### src/rtl/mem_port_arbiter.sv
// Single-SRAM arbiter between instruction fetch and MEM-stage data access, plus global pipeline stall.
// Optional build macro ARB_PERF_EN adds saturating stall/conflict performance counters.
module mem_port_arbiter #(
    parameter int ADDR_W        = 18,
    parameter int DATA_W        = 16,
    parameter int ACCESS_CYCLES = 2
) (
    input  logic              clk,
    input  logic              rst,
    input  logic              if_req,
    input  logic [ADDR_W-1:0] if_addr,
    output logic [DATA_W-1:0] if_rdata,
    output logic              if_ready,
    input  logic              mem_req,
    input  logic              mem_wr,
    input  logic [ADDR_W-1:0] mem_addr,
    input  logic [DATA_W-1:0] mem_wdata,
    output logic [DATA_W-1:0] mem_rdata,
    output logic              mem_ready,
    output logic [ADDR_W-1:0] sram_addr,
    output logic [DATA_W-1:0] sram_wdata,
    input  logic [DATA_W-1:0] sram_rdata,
    output logic              sram_ce_n,
    output logic              sram_oe_n,
    output logic              sram_we_n,
    output logic              pipe_en,
    output logic              memwb_bubble
`ifdef ARB_PERF_EN
   ,output logic [15:0]       stall_cnt,
    output logic [15:0]       mem_conflicts
`endif
);

    typedef enum logic [2:0] {IDLE, IF_RD, MEM_RD, MEM_WR, WR_REC, DONE} state_t;

    localparam logic [3:0] ACC = 4'(ACCESS_CYCLES);

    state_t     state;
    logic [3:0] cnt;
    logic       lastMem;
    logic       grantMem;
    logic       stall;

    // MEM wins a tie unless the previous completed access already went to MEM.
    assign grantMem     = mem_req & ~(if_req & lastMem);
    assign stall        = (if_req & ~if_ready) | (mem_req & ~mem_ready);
    assign pipe_en      = ~stall;
    assign memwb_bubble = stall;

    always_ff @(posedge clk or negedge rst) begin
        if (!rst) begin
            state      <= IDLE;
            cnt        <= '0;
            lastMem    <= 1'b0;
            sram_addr  <= '0;
            sram_wdata <= '0;
            sram_ce_n  <= 1'b1;
            sram_oe_n  <= 1'b1;
            sram_we_n  <= 1'b1;
            if_ready   <= 1'b0;
            mem_ready  <= 1'b0;
            if_rdata   <= '0;
            mem_rdata  <= '0;
        end else begin
            case (state)
                IDLE: begin
                    if (if_req || mem_req) begin
                        cnt       <= ACC;
                        sram_ce_n <= 1'b0;
                        if (grantMem) begin
                            sram_addr  <= mem_addr;
                            sram_wdata <= mem_wdata;
                            if (mem_wr) begin
                                state     <= MEM_WR;
                                sram_we_n <= 1'b0;
                            end else begin
                                state     <= MEM_RD;
                                sram_oe_n <= 1'b0;
                            end
                        end else begin
                            sram_addr <= if_addr;
                            sram_oe_n <= 1'b0;
                            state     <= IF_RD;
                        end
                    end
                end
                IF_RD, MEM_RD: begin
                    if (cnt == 4'd1) begin
                        sram_ce_n <= 1'b1;
                        sram_oe_n <= 1'b1;
                        state     <= DONE;
                        if (state == MEM_RD) begin
                            mem_rdata <= sram_rdata;
                            mem_ready <= 1'b1;
                        end else begin
                            if_rdata <= sram_rdata;
                            if_ready <= 1'b1;
                        end
                    end
                    cnt <= cnt - 4'd1;
                end
                MEM_WR: begin
                    // Release we_n one cycle before ce_n so addr/data hold past the write edge.
                    if (cnt == 4'd1) begin
                        sram_we_n <= 1'b1;
                        state     <= WR_REC;
                    end
                    cnt <= cnt - 4'd1;
                end
                WR_REC: begin
                    sram_ce_n <= 1'b1;
                    mem_ready <= 1'b1;
                    state     <= DONE;
                end
                DONE: begin
                    lastMem   <= mem_ready;
                    if_ready  <= 1'b0;
                    mem_ready <= 1'b0;
                    state     <= IDLE;
                end
                default: state <= IDLE;
            endcase
        end
    end

`ifdef ARB_PERF_EN
    always_ff @(posedge clk or negedge rst) begin
        if (!rst) begin
            stall_cnt     <= '0;
            mem_conflicts <= '0;
        end else begin
            if (stall && stall_cnt != 16'hFFFF)
                stall_cnt <= stall_cnt + 16'd1;
            if (state == IDLE && if_req && mem_req && mem_conflicts != 16'hFFFF)
                mem_conflicts <= mem_conflicts + 16'd1;
        end
    end
`endif

endmodule
### config.mk
export PLATFORM = sky130hd
export DESIGN_NAME = mem_port_arbiter
export DESIGN_NICKNAME = d
export VERILOG_FILES = /design/src/rtl/mem_port_arbiter.sv
export SDC_FILE = /design/constraint.sdc
export NUM_CORES = 1
export LEC_CHECK = 0
export BUFFER_PORTS_ARGS = -buffer_cell sky130_fd_sc_hd__buf_4
export CAP_MARGIN = 30
export CORE_UTILIZATION = 43
export CTS_CLUSTER_DIAMETER = 100
export CTS_CLUSTER_SIZE = 25
export DETAILED_ROUTE_END_ITERATION = 7
export GPL_ROUTABILITY_DRIVEN = 0
export PLACE_DENSITY = 0.82
export SLEW_MARGIN = 25
export SYNTH_ARGS = -nofsm -noshare
export SYNTH_HDL_FRONTEND = slang
export SYNTH_SLANG_ARGS = --single-unit
### constraint.sdc
create_clock -name clk -period 1.55 [get_ports clk]
set_input_delay 0.2325 -clock clk [delete_from_list [all_inputs] [get_ports clk]]
set_output_delay 0.2325 -clock clk [all_outputs]
set_load 0.05 [all_outputs]
# Word-level counts from Yosys, hierarchy flattened
# Cells that the tools add are included.
dict set report word_totals {
  ff_bits 79
  latchBits 0
  mem_bits_rw 0
  rom_bits 0
  input_bits 73
  out_inout_bits 73
  elab_cells 84
  n_memories 0
}
dict set report op_classes {
  add_sub_neg 1
  n_mul 0
  n_div 0
  magnitude_cmp 0
  eq_ne 14
  shifts 0
  n_mux 26
  n_bitwise 10
  reduce_logical 21
}
# operator n
set op_table {}
lappend op_table {{3-bit AND reduction} 7}
lappend op_table {{18-bit 2-to-1 mux} 1}
lappend op_table {{2-bit inequality test (second input constant)} 7}
lappend op_table {{1-bit 2-to-1 mux} 13}
lappend op_table {{3-bit 2-to-1 mux} 4}
lappend op_table {{3-bit one-hot mux with 4 select lines} 1}
lappend op_table {{4-bit one-hot mux with 2 select lines} 1}
lappend op_table {{2-bit nonzero test} 4}
lappend op_table {{3-bit by 2-bit == test with 1-bit output (second input constant)} 2}
lappend op_table {{3-bit == test (second input constant)} 2}
lappend op_table {{1-bit one-hot mux with 2 select lines} 3}
lappend op_table {{1-bit one-hot mux with 3 select lines} 2}
lappend op_table {{3-bit nonzero test} 2}
lappend op_table {{1-bit inverter} 5}
lappend op_table {{5-bit AND reduction} 1}
lappend op_table {{1-bit bitwise AND} 4}
lappend op_table {{4-bit by 1-bit == test with 1-bit output (second input constant)} 1}
lappend op_table {{4-bit 2-to-1 mux} 1}
lappend op_table {{2-bit AND reduction} 2}
lappend op_table {{4-bit AND reduction} 1}
lappend op_table {{4-bit by 1-bit subtractor with 4-bit output (second input constant)} 1}
lappend op_table {{3-bit by 1-bit == test with 1-bit output (second input constant)} 1}
lappend op_table {{3-bit zero test} 1}
lappend op_table {{3-bit inequality test (second input constant)} 1}
lappend op_table {{other kinds (4)} 4}

# Longest topological paths before layout
dict set report depth {
  ltp_word 6
  ltp_mapped 6
}

# Worst setup path after synthesis
# OpenSTA, ideal clock, no wires.
dict set report synth_timing {
  path_type {register to output}
  from {reg if_ready}
  to {out pipe_en}
  t_arrival_ns 1.924
  required_time_ns 1.317
  setup_slack_ns -0.607
  path_stages_with_launch 3
  n_path_buf 0
  path_cell_list {dfrtp_1 -> o2bb2ai_1 -> inv_1}
}
dict set report synth_via {
  elab_chain_len 4
}
# item line_no
set synth_lines {}
lappend synth_lines {{start: declaration} 13} ;# output logic if_ready,
lappend synth_lines {{start signal: assignment} 60} ;# if_ready <= 1'b0;
lappend synth_lines {{start signal: assignment} 97} ;# if_ready <= 1'b1;
lappend synth_lines {{start signal: assignment} 117} ;# if_ready <= 1'b0;
lappend synth_lines {{1-bit inverter} 46} ;# assign stall = (if_req & ~if_ready) | (mem_req & ~mem_ready);
lappend synth_lines {{1-bit bitwise AND} 46}
lappend synth_lines {{1-bit OR} 46}
lappend synth_lines {{named net memwb_bubble} 27} ;# output logic memwb_bubble
lappend synth_lines {{1-bit inverter} 47} ;# assign pipe_en = ~stall;
lappend synth_lines {{end: declaration} 26} ;# output logic pipe_en,
# The timed path passes the listed nets, and every way through them passes these cells.

# Worst setup path in the final report
dict set report layout_timing {
  from {reg cnt[1]}
  to {reg if_rdata[0]}
}
dict set report layout_via {
  elab_chain_len 2
}
# item line_no
set layout_lines {}
lappend layout_lines {{start: declaration} 39} ;# logic [3:0] cnt;
lappend layout_lines {{start signal: assignment} 100} ;# cnt <= cnt - 4'd1;
lappend layout_lines {{start signal: assignment} 108} ;# cnt <= cnt - 4'd1;
lappend layout_lines {{4-bit by 1-bit == test with 1-bit output} 88} ;# if (cnt == 4'd1) begin
lappend layout_lines {{3-bit AND reduction (no line)} -}
lappend layout_lines {{end signal: assignment} 96} ;# if_rdata <= sram_rdata;
lappend layout_lines {{end: declaration} 12} ;# output logic [DATA_W-1:0] if_rdata,
# Every way passes these cells.
# A chain may end at the register's enable or synchronous reset.

==> insert_results.sql <==
INSERT INTO impl_metrics (metric_group, metric, value, unit) VALUES
('synth', 'post-synth-top-area-cell', 'sky130_fd_sc_hd__dfrtp_1', ''),
('sta', 'achievable-frequency', '620', 'MHz'),
('floorplan', 'fp.dieArea', '8310', 'um2'),
('placed_design', 'place.port_buffers', '145', ''),
('synth', 'avg_cell_area_syn', '13.4', 'um2'),
('placed_design', 'placed_cells_incl_taps', '510', ''),
('synth', 'yosysUniqueCellTypes', '42', ''),
('synth', 'largest_cells_by_area_after_synthesis', 'sky130_fd_sc_hd__dfrtp_1 (56%), sky130_fd_sc_hd__mux2_2 (13%), sky130_fd_sc_hd__o21ai_0 (6.1%)', ''),
('global_route', 'overflow', '0', ''),
('layout', 'multiInputGateArea', '1380', 'um2'),
('power_and_ir_drop', 'ir_drop', '1700', 'uV'),
('global_route', 'antenna_violations_before_repair', '0', ''),
('sta', 'final_critical_path_setup_slack', '-0.0619', 'ns'),
('detailed_routing', 'initialDrtViolationCount', '90', ''),
('sta', 'final.setup.tns', '-0.831', 'ns'),
('cts', 'clock_insertion_delay_worst_skew', '0.34', 'ns'),
('sta', 'setup-violations-final', '25', ''),
('power_and_ir_drop', 'p_total', '12600', 'uW'),
('detailed_routing', 'finalWirelength', '8200', 'um'),
('synth', 'synth_most_common_cell', 'sky130_fd_sc_hd__dfrtp_1', ''),
('sta', 'whs', '0.117', 'ns'),
('global_route', 'grt_max_degree', '32', ''),
('global_route', 'wire_length_of_the_first_global_routing_pass', '13400', 'um'),
('detailed_routing', 'postRouteAntennaNets', '0', ''),
('sta', 'fin_crit', '1.61', 'ns'),
('synth', 'synth-edff-count', '0', ''),
('global_route', 'via_count_of_the_first_global_routing_pass', '2864', ''),
('cts', 'cts-htree-levels', '3', ''),
('detailed_routing', 'detailroute.via_count', '2677', ''),
('worst_setup_path', 'worst_r2r_startpoint', 'cnt[1]', ''),
('global_route', 'grt_use_total', '0.206', ''),
('layout', 'ff_latch_area', '1980', 'um2'),
('sta', 'fin_skew', '0.0133', 'ns'),
('synth', 'postSynth.topFlopCell', 'sky130_fd_sc_hd__dfrtp_1', ''),
('power_and_ir_drop', 'comb_power_share', '0.574', ''),
('layout', 'finish.net_count', '500', ''),
('worst_setup_path', 'timing.rr.end', 'if_rdata[0]', ''),
('power_and_ir_drop', 'total_switching_power', '5980', 'uW'),
('worst_setup_path', 'reg2reg_setup_slack', '-0.06', 'ns'),
('hold_path', 'hp-class', 'input pin to register', ''),
('placed_design', 'place_area', '4810', 'um2'),
('sta', 'relSlewSlack', '0.714', ''),
('run_status', 'outcome', 'complete, but fails checks', ''),
('synth', 'ys_ff_latch', '79', ''),
('power_and_ir_drop', 'powerDensity', '2460', 'nW/um2'),
('hold_path', 'hold-path-cell-count', '2', ''),
('run_status', 'violations', 'setup timing', ''),
('floorplan', 'die_height', '91.2', 'um'),
('placed_design', 'detailedPlacementHpwl', '5970', 'um'),
('hold_path', 'worstHoldEndpoint', 'sram_wdata[15]', ''),
('layout', 'fraction_of_final_layout_cells_with_drive_strength_greater_than_1', '0.581', ''),
('synth', 'synth.yosys.seq_area_share', '0.579', ''),
('sta', 'worstMarginPinSlew', '0.429', 'ns'),
('power_and_ir_drop', 'share_clk_of_total_power', '0.133', ''),
('synth', 'syn_area', '3420', 'um2'),
('sta', 'final.period_utilization', '1.04', ''),
('synth', 'netlist_instances', '256', ''),
('worst_setup_path', 'reg2regPathDepth', '7', ''),
('cts', 'clock_tree.buffer_depth', '2', ''),
('cts', 'tritoncts_num_sinks', '79', ''),
('synth', 'synth-async-reset-ratio', '1.00', ''),
('floorplan', 'placeableCoreArea', '7730', 'um2'),
('worst_setup_path', 'timing.setup.critical_path_class', 'register to register', ''),
('cts', 'clk_root_buffer_cell', 'sky130_fd_sc_hd__clkbuf_8', ''),
('worst_setup_path', 'crit_arrival', '1.83', 'ns'),
('floorplan', 'io_pins', '146', ''),
('power_and_ir_drop', 'intPower', '6570', 'uW'),
('layout', 'antenna_cells', '0', ''),
('detailed_routing', 'detail_route.wl_per_cell', '15.4', 'um'),
('layout', 'postLayoutCellArea', '5090', 'um2'),
('sta', 'setup_repair_after_global_routing_missed_its_margin', 'true', '');
==> power by group through the flow <==
| stage | registers, uW | logic, uW | clock network, uW |
|---|---|---|---|
| after floorplan | 6630 | 1840 | 0 |
| after global placement | 3670 | 6980 | 0 |
| after detailed placement | 3720 | 7140 | 0 |
| after CTS | 3700 | 7220 | 1720 |
| after global routing | 3800 | 7550 | 1780 |
| final | 3680 | 7200 | 1670 |
==> area by class of cell <==
type,count,share of cell area
clock buffer,10,0.0251
multi-input combinational,154,0.270
timing repair buffer,171,0.266
sequential,79,0.389
clock inverter,6,0.0177
inverter,10,0.00737
tap,102,0.0251
==> how the worst max path moves through the flow <==
stage | to | start | cells past startpoint | slack, ns
6_report | if_rdata[0] | cnt[1] | 7 | -0.06
3_5_place_dp | mem_rdata[15] | cnt[1] | 5 | -0.10
4_1_cts | if_rdata[3] | cnt[1] | 7 | -0.06
5_1_grt | if_rdata[3] | cnt[1] | 7 | -0.14
3_3_place_gp | mem_rdata[10] | cnt[1] | 5 | -0.03
2_1_floorplan | if_rdata[0] | cnt[1] | 6 | -0.11
==> metal layers <==
| metal | GRT usage | vias up | part of all wire |
|---|---|---|---|
| met3 | 0.0410 | 8 | 0.047 |
| li1 | - | 1259 | - |
| met4 | 0.0754 | 0 | 0.011 |
| met2 | 0.371 | 78 | 0.54 |
| met5 | 0 | - | 0 |
| met1 | 0.242 | 1332 | 0.40 |
==> sequential cells by signal, summed over array words and instances, names as in the netlist <==
register / count
mem_rdata: 16
if_ready: 1
sram_oe_n: 1
sram_we_n: 1
if_rdata: 16
cnt: 4
state: 3
sram_wdata: 16
sram_ce_n: 1
lastMem: 1
sram_addr: 18
mem_ready: 1
==> cells in the final DEF (no fill, tap or decap), types with 2 or more instances in the layout <==
cell	instances
sky130_fd_sc_hd__o211ai_1	2
sky130_fd_sc_hd__nand2_1	2
sky130_fd_sc_hd__buf_12	5
sky130_fd_sc_hd__clkbuf_8	9
sky130_fd_sc_hd__o21ai_1	2
sky130_fd_sc_hd__a21oi_1	6
sky130_fd_sc_hd__nor2_1	2
sky130_fd_sc_hd__mux2i_1	19
sky130_fd_sc_hd__o21ai_0	41
sky130_fd_sc_hd__buf_4	164
sky130_fd_sc_hd__mux2_4	10
sky130_fd_sc_hd__dfrtp_1	75
sky130_fd_sc_hd__dfstp_2	3
sky130_fd_sc_hd__nand3_4	2
sky130_fd_sc_hd__mux2_2	39
sky130_fd_sc_hd__bufinv_16	2
sky130_fd_sc_hd__nor3b_1	2
sky130_fd_sc_hd__inv_1	9
sky130_fd_sc_hd__inv_6	2
sky130_fd_sc_hd__nand3_1	2
==> stage by stage <==
| step | utilization | setup WS [ns] |
|---|---|---|
| 3_5_place_dp | 0.623 | -0.101 |
| 3_3_place_gp | 0.623 | -0.0284 |
| 4_1_cts | 0.658 | -0.0558 |
| 5_1_grt | 0.659 | -0.143 |
| 2_1_floorplan | - | -0.113 |
| 6_report | 0.659 | -0.0619 |
==> timing repair <==
action,CTS,global route
hold buffers,1,0
endpoints found under the setup margin,33,36
pin swaps,1,1
endpoints found under the hold margin,28,0
cloned,1,0
buffers inserted,3,1
gates resized for setup,3,1
==> cells by family after synthesis <==
group	after synthesis	share of synthesized area
flops	79	0.579
mux	68	0.228
compound gates	63	0.106
buf+inv	24	0.0333
simple gates	19	0.0439
fa+ha+maj	2	0.00732
xor+xnor	1	0.00256
==> critical path, stage by stage (launching register included) <==
cell                       delay (ns)
sky130_fd_sc_hd__dfrtp_1         0.40
sky130_fd_sc_hd__inv_2           0.08
sky130_fd_sc_hd__ha_4            0.13
sky130_fd_sc_hd__nor3b_4         0.22
sky130_fd_sc_hd__buf_6           0.13
sky130_fd_sc_hd__nand3b_4        0.08
sky130_fd_sc_hd__buf_12          0.16
sky130_fd_sc_hd__mux2_4          0.30
Power figures use the tool's default switching activity.
